`config.mk`:
```
export PLATFORM = sky130hd
export DESIGN_NAME = sar_ctrl
export DESIGN_NICKNAME = d
export VERILOG_FILES = /design/src/rtl/sar_ctrl.sv
export SDC_FILE = /design/constraint.sdc
export NUM_CORES = 1
export LEC_CHECK = 0
export CAP_MARGIN = 20
export CORE_MARGIN = 2
export CORE_UTILIZATION = 40
export CTS_BUF_LIST = sky130_fd_sc_hd__clkbuf_4
export CTS_CLUSTER_DIAMETER = 60
export DETAILED_ROUTE_END_ITERATION = 16
export PLACE_DENSITY = 0.65
export SYNTH_ARGS = -nofsm -noshare
export SYNTH_HDL_FRONTEND = slang
export SYNTH_SLANG_ARGS = --single-unit
```
`constraint.sdc`:
```
create_clock -name clk -period 2.2 [get_ports clk]
set_clock_uncertainty 0.1 [all_clocks]
set_input_delay 0.33 -clock clk [delete_from_list [all_inputs] [get_ports clk]]
set_output_delay 0.33 -clock clk [all_outputs]
set_load 0.005 [all_outputs]
```
`src/rtl/sar_ctrl.sv`:
```
// ---------------------------------------------------------------------------
// sar_ctrl -- successive-approximation ADC controller
//
// Runs one conversion per accepted start request. The analog input is tracked
// for SAMPLE_CYCLES clocks, then one binary-search decision is made per bit,
// MSB first, using the comparator answer for the current trial code. The
// finished code is presented on a valid/ready port. A result that completes
// while the previous one is still unconsumed overwrites it and raises a
// one-cycle overrun pulse.
//
// Ports
//   clk         rising-edge clock
//   rst_n       synchronous, active-low reset
//   start       conversion request, only looked at while idle
//   busy        high while sampling or converting
//   sample      track-switch enable, high only while sampling
//   dac_code    trial code for the voltage DAC
//   comp_in     comparator decision, 1 when vin >= vdac(dac_code); must be
//               valid combinationally in the same cycle as dac_code
//   dout        last completed conversion result
//   dout_valid  dout holds a result that has not been consumed yet
//   dout_ready  consumer takes dout when dout_valid && dout_ready
//   overrun     one-cycle pulse: an unconsumed result was overwritten
// ---------------------------------------------------------------------------
module sar_ctrl #(
  parameter int DAC_BITS      = 8,
  parameter int SAMPLE_CYCLES = 2
) (
  input  logic                clk,
  input  logic                rst_n,
  input  logic                start,
  output logic                busy,
  output logic                sample,
  output logic [DAC_BITS-1:0] dac_code,
  input  logic                comp_in,
  output logic [DAC_BITS-1:0] dout,
  output logic                dout_valid,
  input  logic                dout_ready,
  output logic                overrun
);

  localparam int CNT_W = (SAMPLE_CYCLES > 1) ? $clog2(SAMPLE_CYCLES) : 1;
  localparam int IDX_W = (DAC_BITS > 1) ? $clog2(DAC_BITS) : 1;

  localparam logic [CNT_W-1:0]    CNT_LAST = CNT_W'(SAMPLE_CYCLES - 1);
  localparam logic [IDX_W-1:0]    IDX_MSB  = IDX_W'(DAC_BITS - 1);
  localparam logic [DAC_BITS-1:0] MSB_ONLY = DAC_BITS'(1) << (DAC_BITS - 1);

  typedef enum logic [1:0] {
    ST_IDLE,
    ST_SAMPLE,
    ST_CONVERT
  } state_t;

  state_t              state_reg,      state_next;
  logic [CNT_W-1:0]    cnt_reg,        cnt_next;
  logic [IDX_W-1:0]    idx_reg,        idx_next;
  logic [DAC_BITS-1:0] code_reg,       code_next;
  logic [DAC_BITS-1:0] dout_reg,       dout_next;
  logic                dout_valid_reg, dout_valid_next;
  logic                overrun_reg,    overrun_next;

  // Trial code with the bit under test replaced by the comparator answer.
  logic [DAC_BITS-1:0] decided;

  // -------------------------------------------------------------------------
  // State register
  // -------------------------------------------------------------------------
  always_ff @(posedge clk) begin
    if (!rst_n) begin
      state_reg      <= ST_IDLE;
      cnt_reg        <= '0;
      idx_reg        <= IDX_MSB;
      code_reg       <= '0;
      dout_reg       <= '0;
      dout_valid_reg <= 1'b0;
      overrun_reg    <= 1'b0;
    end else begin
      state_reg      <= state_next;
      cnt_reg        <= cnt_next;
      idx_reg        <= idx_next;
      code_reg       <= code_next;
      dout_reg       <= dout_next;
      dout_valid_reg <= dout_valid_next;
      overrun_reg    <= overrun_next;
    end
  end

  // -------------------------------------------------------------------------
  // Next-state and datapath logic
  // -------------------------------------------------------------------------
  always_comb begin
    state_next      = state_reg;
    cnt_next        = cnt_reg;
    idx_next        = idx_reg;
    code_next       = code_reg;
    dout_next       = dout_reg;
    dout_valid_next = dout_valid_reg;
    overrun_next    = 1'b0;

    decided          = code_reg;
    decided[idx_reg] = comp_in;

    // Consumer handshake; a completion below takes priority and keeps the
    // valid flag set, which covers the accept-and-reload case.
    if (dout_valid_reg && dout_ready) begin
      dout_valid_next = 1'b0;
    end

    unique case (state_reg)
      ST_IDLE: begin
        code_next = '0;
        if (start) begin
          state_next = ST_SAMPLE;
          cnt_next   = '0;
        end
      end

      ST_SAMPLE: begin
        code_next = '0;
        cnt_next  = cnt_reg + CNT_W'(1);
        if (cnt_reg == CNT_LAST) begin
          state_next = ST_CONVERT;
          cnt_next   = '0;
          code_next  = MSB_ONLY;
          idx_next   = IDX_MSB;
        end
      end

      ST_CONVERT: begin
        if (idx_reg != '0) begin
          // Keep the decision, then put the next lower bit on trial.
          code_next                       = decided;
          code_next[idx_reg - IDX_W'(1)] = 1'b1;
          idx_next                        = idx_reg - IDX_W'(1);
        end else begin
          dout_next       = decided;
          dout_valid_next = 1'b1;
          // Overwriting a result nobody has taken is an overrun; if it is
          // being taken on this very edge it is a clean hand-over.
          overrun_next    = dout_valid_reg && !dout_ready;
          state_next      = ST_IDLE;
          code_next       = '0;
          idx_next        = IDX_MSB;
        end
      end

      default: begin
        state_next = ST_IDLE;
        code_next  = '0;
      end
    endcase
  end

  assign busy       = (state_reg != ST_IDLE);
  assign sample     = (state_reg == ST_SAMPLE);
  assign dac_code   = code_reg;
  assign dout       = dout_reg;
  assign dout_valid = dout_valid_reg;
  assign overrun    = overrun_reg;

endmodule

```
==> results of run 1 <==
-- logic make-up after synthesis --
| family | synth area share, % |
|---|---|
| compound gates | 12.03 |
| flops | 41.60 |
| simple gates | 21.56 |
| buf+inv | 5.742 |
| mux | 12.13 |
| fa+ha+maj | 5.417 |
| xor+xnor | 1.517 |
-- through the flow --
step | instances | setup slack (ps) | power [uW] | instance area, sq um | util [%]
after floorplan | 128 | 696.6 | 615.1 | 1155 | -
after global placement | 178 | 411.1 | 684.7 | 1406 | 51.00
after detailed placement | 178 | 361.1 | 684.2 | 1406 | 51.00
after CTS | 181 | 181.1 | 875.4 | 1429 | 51.81
after global routing | 181 | 100.1 | 912.5 | 1429 | 51.81
final | 181 | 195.5 | 864.2 | 1429 | 51.81
-- final cells by class --
type | count | share of cell area [%]
inverters | 7 | 2.189
well taps | 31 | 2.715
repair buffers | 25 | 17.34
multi-input cells | 91 | 42.56
clock buffers | 3 | 1.576
flip-flops and latches | 24 | 33.63
-- power breakdown --
part | switching (uW) | internal (uW) | leakage (uW)
logic | 105 | 101 | 0.000351
registers | 17.5 | 452 | 0.000194
clock network | 125 | 64.0 | 0.0000138
total | 247 | 617 | 0.000559
-- per-layer routing --
layer,global-route usage (%),up-vias
li1,-,497
met1,23.09,424
met2,22.73,20
met3,2.009,4
met4,5.980,0
met5,0,-
-- critical path: stages (launching register included) --
cell             delay, ps
dfxtp_1                390
inv_1                   80
ha_1                   240
inv_1                   70
clkdlybuf4s50_1        490
-- worst max-delay path by stage --
stage                              end  slack, ps  depth (start not counted)
after detailed placement   dac_code[7]        360                          5
after floorplan           state_reg[1]        700                          7
after CTS                         busy        180                          4
final                             busy        200                          4
after global placement     dac_code[7]        410                          5
after global routing              busy        100                          4
-- cell usage after synthesis, drive strengths merged --
cell type	instances
mux2i	14
ha	5
o311ai	1
inv	7
a21boi	1
dfxtp	24
xor2	1
a21oi	11
o21a	1
o221a	1
nor2b	5
o21ai	6
xnor2	1
and4	1
nor2	5
and3	4
nor3	3
nand4	1
o22ai	2
nand2	13
or3	2
a31oi	1
clkbuf	3
buf	3
nand2b	4
nand3	8
-- cells in the final DEF, fill, tap and decap left out --
cell type / synthesis / final
inv_1: 5 / 5
and3_1: 2 / 2
nand2_1: 13 / 13
a21oi_1: 11 / 11
and4_1: 1 / 1
ha_1: 5 / 5
inv_6: 1 / 1
and3_2: 2 / 2
o21a_1: 1 / 1
nand3_1: 8 / 8
clkdlybuf4s50_1: 0 / 24
nand2b_4: 1 / 1
or3_1: 2 / 2
a31oi_1: 1 / 1
nor2_1: 4 / 4
nor3_1: 3 / 3
nor2_4: 1 / 1
o221a_2: 1 / 1
dfxtp_1: 24 / 24
o22ai_1: 2 / 2
buf_4: 1 / 1
a21boi_0: 1 / 1
o21ai_0: 6 / 6
inv_2: 1 / 1
nand4_1: 1 / 1
mux2i_1: 14 / 14
nor2b_1: 5 / 5
o311ai_1: 1 / 1
clkbuf_4: 0 / 3
nand2b_1: 3 / 3
xor2_1: 1 / 1
xnor2_1: 1 / 1
==> results.json, run 1 <==
{
  "clk_latency_ps": 310,
  "avgViaCountPerCell": 5.221,
  "critPathRequiredTime_ps": 1770,
  "layout-drive-gt1-share_pct": 7.333,
  "cp-end-kind": "output pin",
  "fmax_mhz": 498.9,
  "dr_wl_met3_um": 80,
  "tightest_slew_ps": 449.0,
  "cts_buffer_depth": 2,
  "cts-htree-levels": 1,
  "overflow": 0,
  "maxCapViolations": 0,
  "antenna_found_initial": 0,
  "synthDistinctLibCells": 33,
  "gp_congestion": 0.8780,
  "status": "finished, final reports clean",
  "io_pins": 25,
  "min-delay-start": "state_reg[0]",
  "worstPathArrival_ps": 1570,
  "hold_end": "state_reg[0]",
  "clkTransAtPathRegs_ps": 130,
  "path_max_fanout": 4,
  "drtAntennaViolNets": 0,
  "reg2reg_to": "dac_code[7]",
  "r2r_slack_ps": 330,
  "syn_avg_cell_area_sq_um": 9.022,
  "hold_viol_final": 0,
  "track_usage_pct": 15.51,
  "area_delta_synth_final_pct": 23.73,
  "cts_hold_buf": 0,
  "dr.max_layer_used": "met4",
  "cts_sinks": 24,
  "die-area_sq_um": 3333,
  "timing.hold.ws_ps": 398.9,
  "synth-seq-area-share_pct": 41.60,
  "period_needed_ps": 2005,
  "grt_max_degree": 20,
  "synthTopCellsByArea": "dfxtp_1 42%, mux2i_1 12%, ha_1 5.4%, a21oi_1 4.8%, nand2_1 4.2%",
  "reg2reg_from": "idx_reg[0]",
  "multiInputGateArea_sq_um": 608.1,
  "die_h_um": 57.73,
  "cts_resized": 0,
  "critPathLaunch": "state_reg[1]",
  "port_buffers": 24,
  "synth_seq_cells": 24,
  "vias": 945,
  "start_kind": "flip-flop",
  "place_hpwl_mm": 1.745,
  "drtPass1Iterations": 4,
  "numCtsBuffers": 3,
  "cts_tree": "yes",
  "drc": 0,
  "r2r_cells": 5,
  "period_share_pct": 91.12,
  "wl_met1_mm": 1.274,
  "nets": 162,
  "initial_utilization_pct": 41.88,
  "post_cts_buffers": 0,
  "slew_headroom_pct": 70.03,
  "drt-total-wl_mm": 2.416,
  "seq_area_sq_um": 480.5,
  "whs_path_depth": 2,
  "yosys_warnings": 0,
  "die_width_um": 57.73,
  "synthCells": 128,
  "grt_pass1_vias": 885,
  "finalMaxSlewViolations": 0,
  "powerDensity_nw_per_um2": 604.8,
  "syn_nets": 138,
  "synth_top_area_share_pct": 41.60,
  "netlist_area_sq_um": 1155,
  "hp-class": "flip-flop to flip-flop",
  "path_class": "flip-flop to output pin",
  "rows": 19,
  "fin_tns_setup_ps": 0,
  "coreArea_sq_um": 2758,
  "leakagePower_uw": 0.0005587,
  "grt_pass1_wl_mm": 4.071,
  "n_antenna_cell": 0,
  "dr.first_iter.drc_count": 11,
  "clockRootBuffer": "clkbuf_4",
  "ir_drop_uv": 406.9,
  "synth_top_area_cell": "dfxtp_1",
  "setup_viol": 0,
  "wl_per_cell_um": 13.35,
  "rsz0062_at_grt": "false",
  "met2_length_mm": 1.035,
  "num-fill-cells": 261
}
Note: power is estimated with default switching activity, not from simulation.
==> run 2, diff against run 1 <==
- CTS_CLUSTER_DIAMETER: 60 -> 40
==> results of run 2 <==
The final DEF is identical to that of run 1; final timing and power are the same.
==> run 3, diff against run 2 <==
- GPL_ROUTABILITY_DRIVEN: default -> 0
==> run 3 against run 2 <==
Compared with the run above: setup slack worse by 20 ps; critical endpoint unchanged; combinational power up 3%; final cell count up 0.55%; non-clock buffer count unchanged; die area unchanged; utilization up 1.1 points; fmax down 1.0%; critical path type unchanged; clock power up 72%; critical path depth unchanged; first-iteration DRC count rose to 2.6 times the previous value; cell area up 2.1%; hold slack about the same.
==> results.json, run 3 (synthesized netlist as in run 1, its figures left out) <==
{
  "r2r_cells": 5,
  "rsz0062_at_grt": "false",
  "start_kind": "flip-flop",
  "grt_pass1_wl_mm": 4.146,
  "antenna_found_initial": 0,
  "cp_num_buf_inv": 3,
  "layout_setup_ws_ps": 175.0,
  "maxCapViolations": 0,
  "num-fill-cells": 261,
  "area_delta_synth_final_pct": 26.33,
  "worstPathArrival_ps": 1590,
  "slowest_delay_ps": 490,
  "overflow": 0,
  "fin_tns_setup_ps": 0,
  "crit_slowest_cell": "clkdlybuf4s50_1",
  "drt-total-wl_mm": 2.502,
  "multiInputGateArea_sq_um": 608.1,
  "period_needed_ps": 2025,
  "avgViaCountPerCell": 5.533,
  "coreArea_sq_um": 2758,
  "drtAntennaViolNets": 0,
  "cts_sinks": 24,
  "grt_pass1_vias": 933,
  "layout-drive-gt1-share_pct": 7.947,
  "die_h_um": 57.73,
  "clockRootBuffer": "clkbuf_4",
  "status": "finished, final reports clean",
  "cp_top_family": "buffers and inverters",
  "clk_latency_ps": 320,
  "post_cts_buffers": 0,
  "rows": 19,
  "seq_area_sq_um": 480.5,
  "cts-htree-levels": 1,
  "finalMaxSlewViolations": 0,
  "path_common_cell": "inv_1",
  "leakagePower_uw": 0.0005728,
  "tightest_slew_ps": 495.7,
  "path_max_fanout": 4,
  "track_usage_pct": 16.08,
  "powerDensity_nw_per_um2": 691.3,
  "clkTransAtPathRegs_ps": 140,
  "cts_buffer_depth": 2,
  "die-area_sq_um": 3333,
  "hp-class": "flip-flop to flip-flop",
  "cts_tree": "yes",
  "ir_drop_uv": 479.4,
  "drtPass1Iterations": 4,
  "n_antenna_cell": 0,
  "place_hpwl_mm": 1.785,
  "whs_path_depth": 2,
  "critPathRequiredTime_ps": 1770,
  "path_class": "flip-flop to output pin",
  "post-place-ws_ps": 410.5,
  "initial_utilization_pct": 41.88,
  "die_width_um": 57.73,
  "dr.first_iter.drc_count": 29,
  "wl_per_cell_um": 13.75,
  "cts_hold_buf": 0,
  "port_buffers": 24,
  "cts_resized": 0,
  "timing.hold.ws_ps": 399.2,
  "setup_viol": 0,
  "most-common-layout-cells": "24 x dfxtp_1, 24 x clkdlybuf4s50_1, 14 x mux2i_1, 13 x nand2_1, 11 x a21oi_1",
  "drc": 0,
  "hold_viol_final": 0,
  "numCtsBuffers": 3,
  "path_cells": "inv_1, ha_1, inv_1, clkdlybuf4s50_1",
  "period_share_pct": 92.05,
  "grt_max_degree": 20,
  "vias": 1007,
  "io_pins": 25,
  "fmax_mhz": 493.8,
  "slew_headroom_pct": 66.90,
  "path_depth": 4,
  "final_core_util_pct": 52.90,
  "cp-end-kind": "output pin",
  "nets": 162
}
## run 3: cell types whose count changed in the layout (fill, tap and decap cells not counted)
| cell | change |
|---|---|
| bufinv_16 | +1 |
## run 3: power breakdown
| group | internal [uW] | switching (uW) | total, uW |
|---|---|---|---|
| logic | 102 | 110 | 213 |
| registers | 452 | 17.8 | 470 |
| clock network | 184 | 142 | 326 |
| total | 739 | 270 | 1010 |
## run 3: area by class of cell
type | count | share of cell area [%]
clock inverter | 1 | 2.058
tap | 31 | 2.659
timing repair buffer | 25 | 16.98
sequential | 24 | 32.93
multi-input combinational | 91 | 41.68
inverter | 7 | 2.144
clock buffer | 3 | 1.544
## run 3: tightest hold or removal path, delay by kind of cell, from the launching register on
| kind | cells | cell delay (ps) |
|---|---|---|
| multiplexers | 1 | 60 |
| flip-flops | 1 | 350 |
| AND/OR/NAND/NOR | 1 | 60 |
## run 3: per-stage QoR
stage | power [uW] | instances | instance area (sq um)
after floorplan | 615.1 | 128 | 1155
after global placement | 684.7 | 178 | 1406
after detailed placement | 691.0 | 178 | 1406
after CTS | 1013 | 182 | 1459
after global routing | 1058 | 182 | 1459
final | 1009 | 182 | 1459
## run 3: final timing paths
path                 from           end  slack [ps]
min          state_reg[0]  state_reg[0]         400
min reg2reg  state_reg[0]  state_reg[0]         400
max reg2reg    idx_reg[0]   dac_code[7]         350
max          state_reg[1]          busy         180
## run 3: layer usage
layer  track usage [%]  up-vias  share of wire, %
met5                 0        -                 0
met1             20.78      466                46
li1                  -      493                 -
met3             2.455        9               4.8
met4             6.645        0               2.7
met2             26.79       39                46
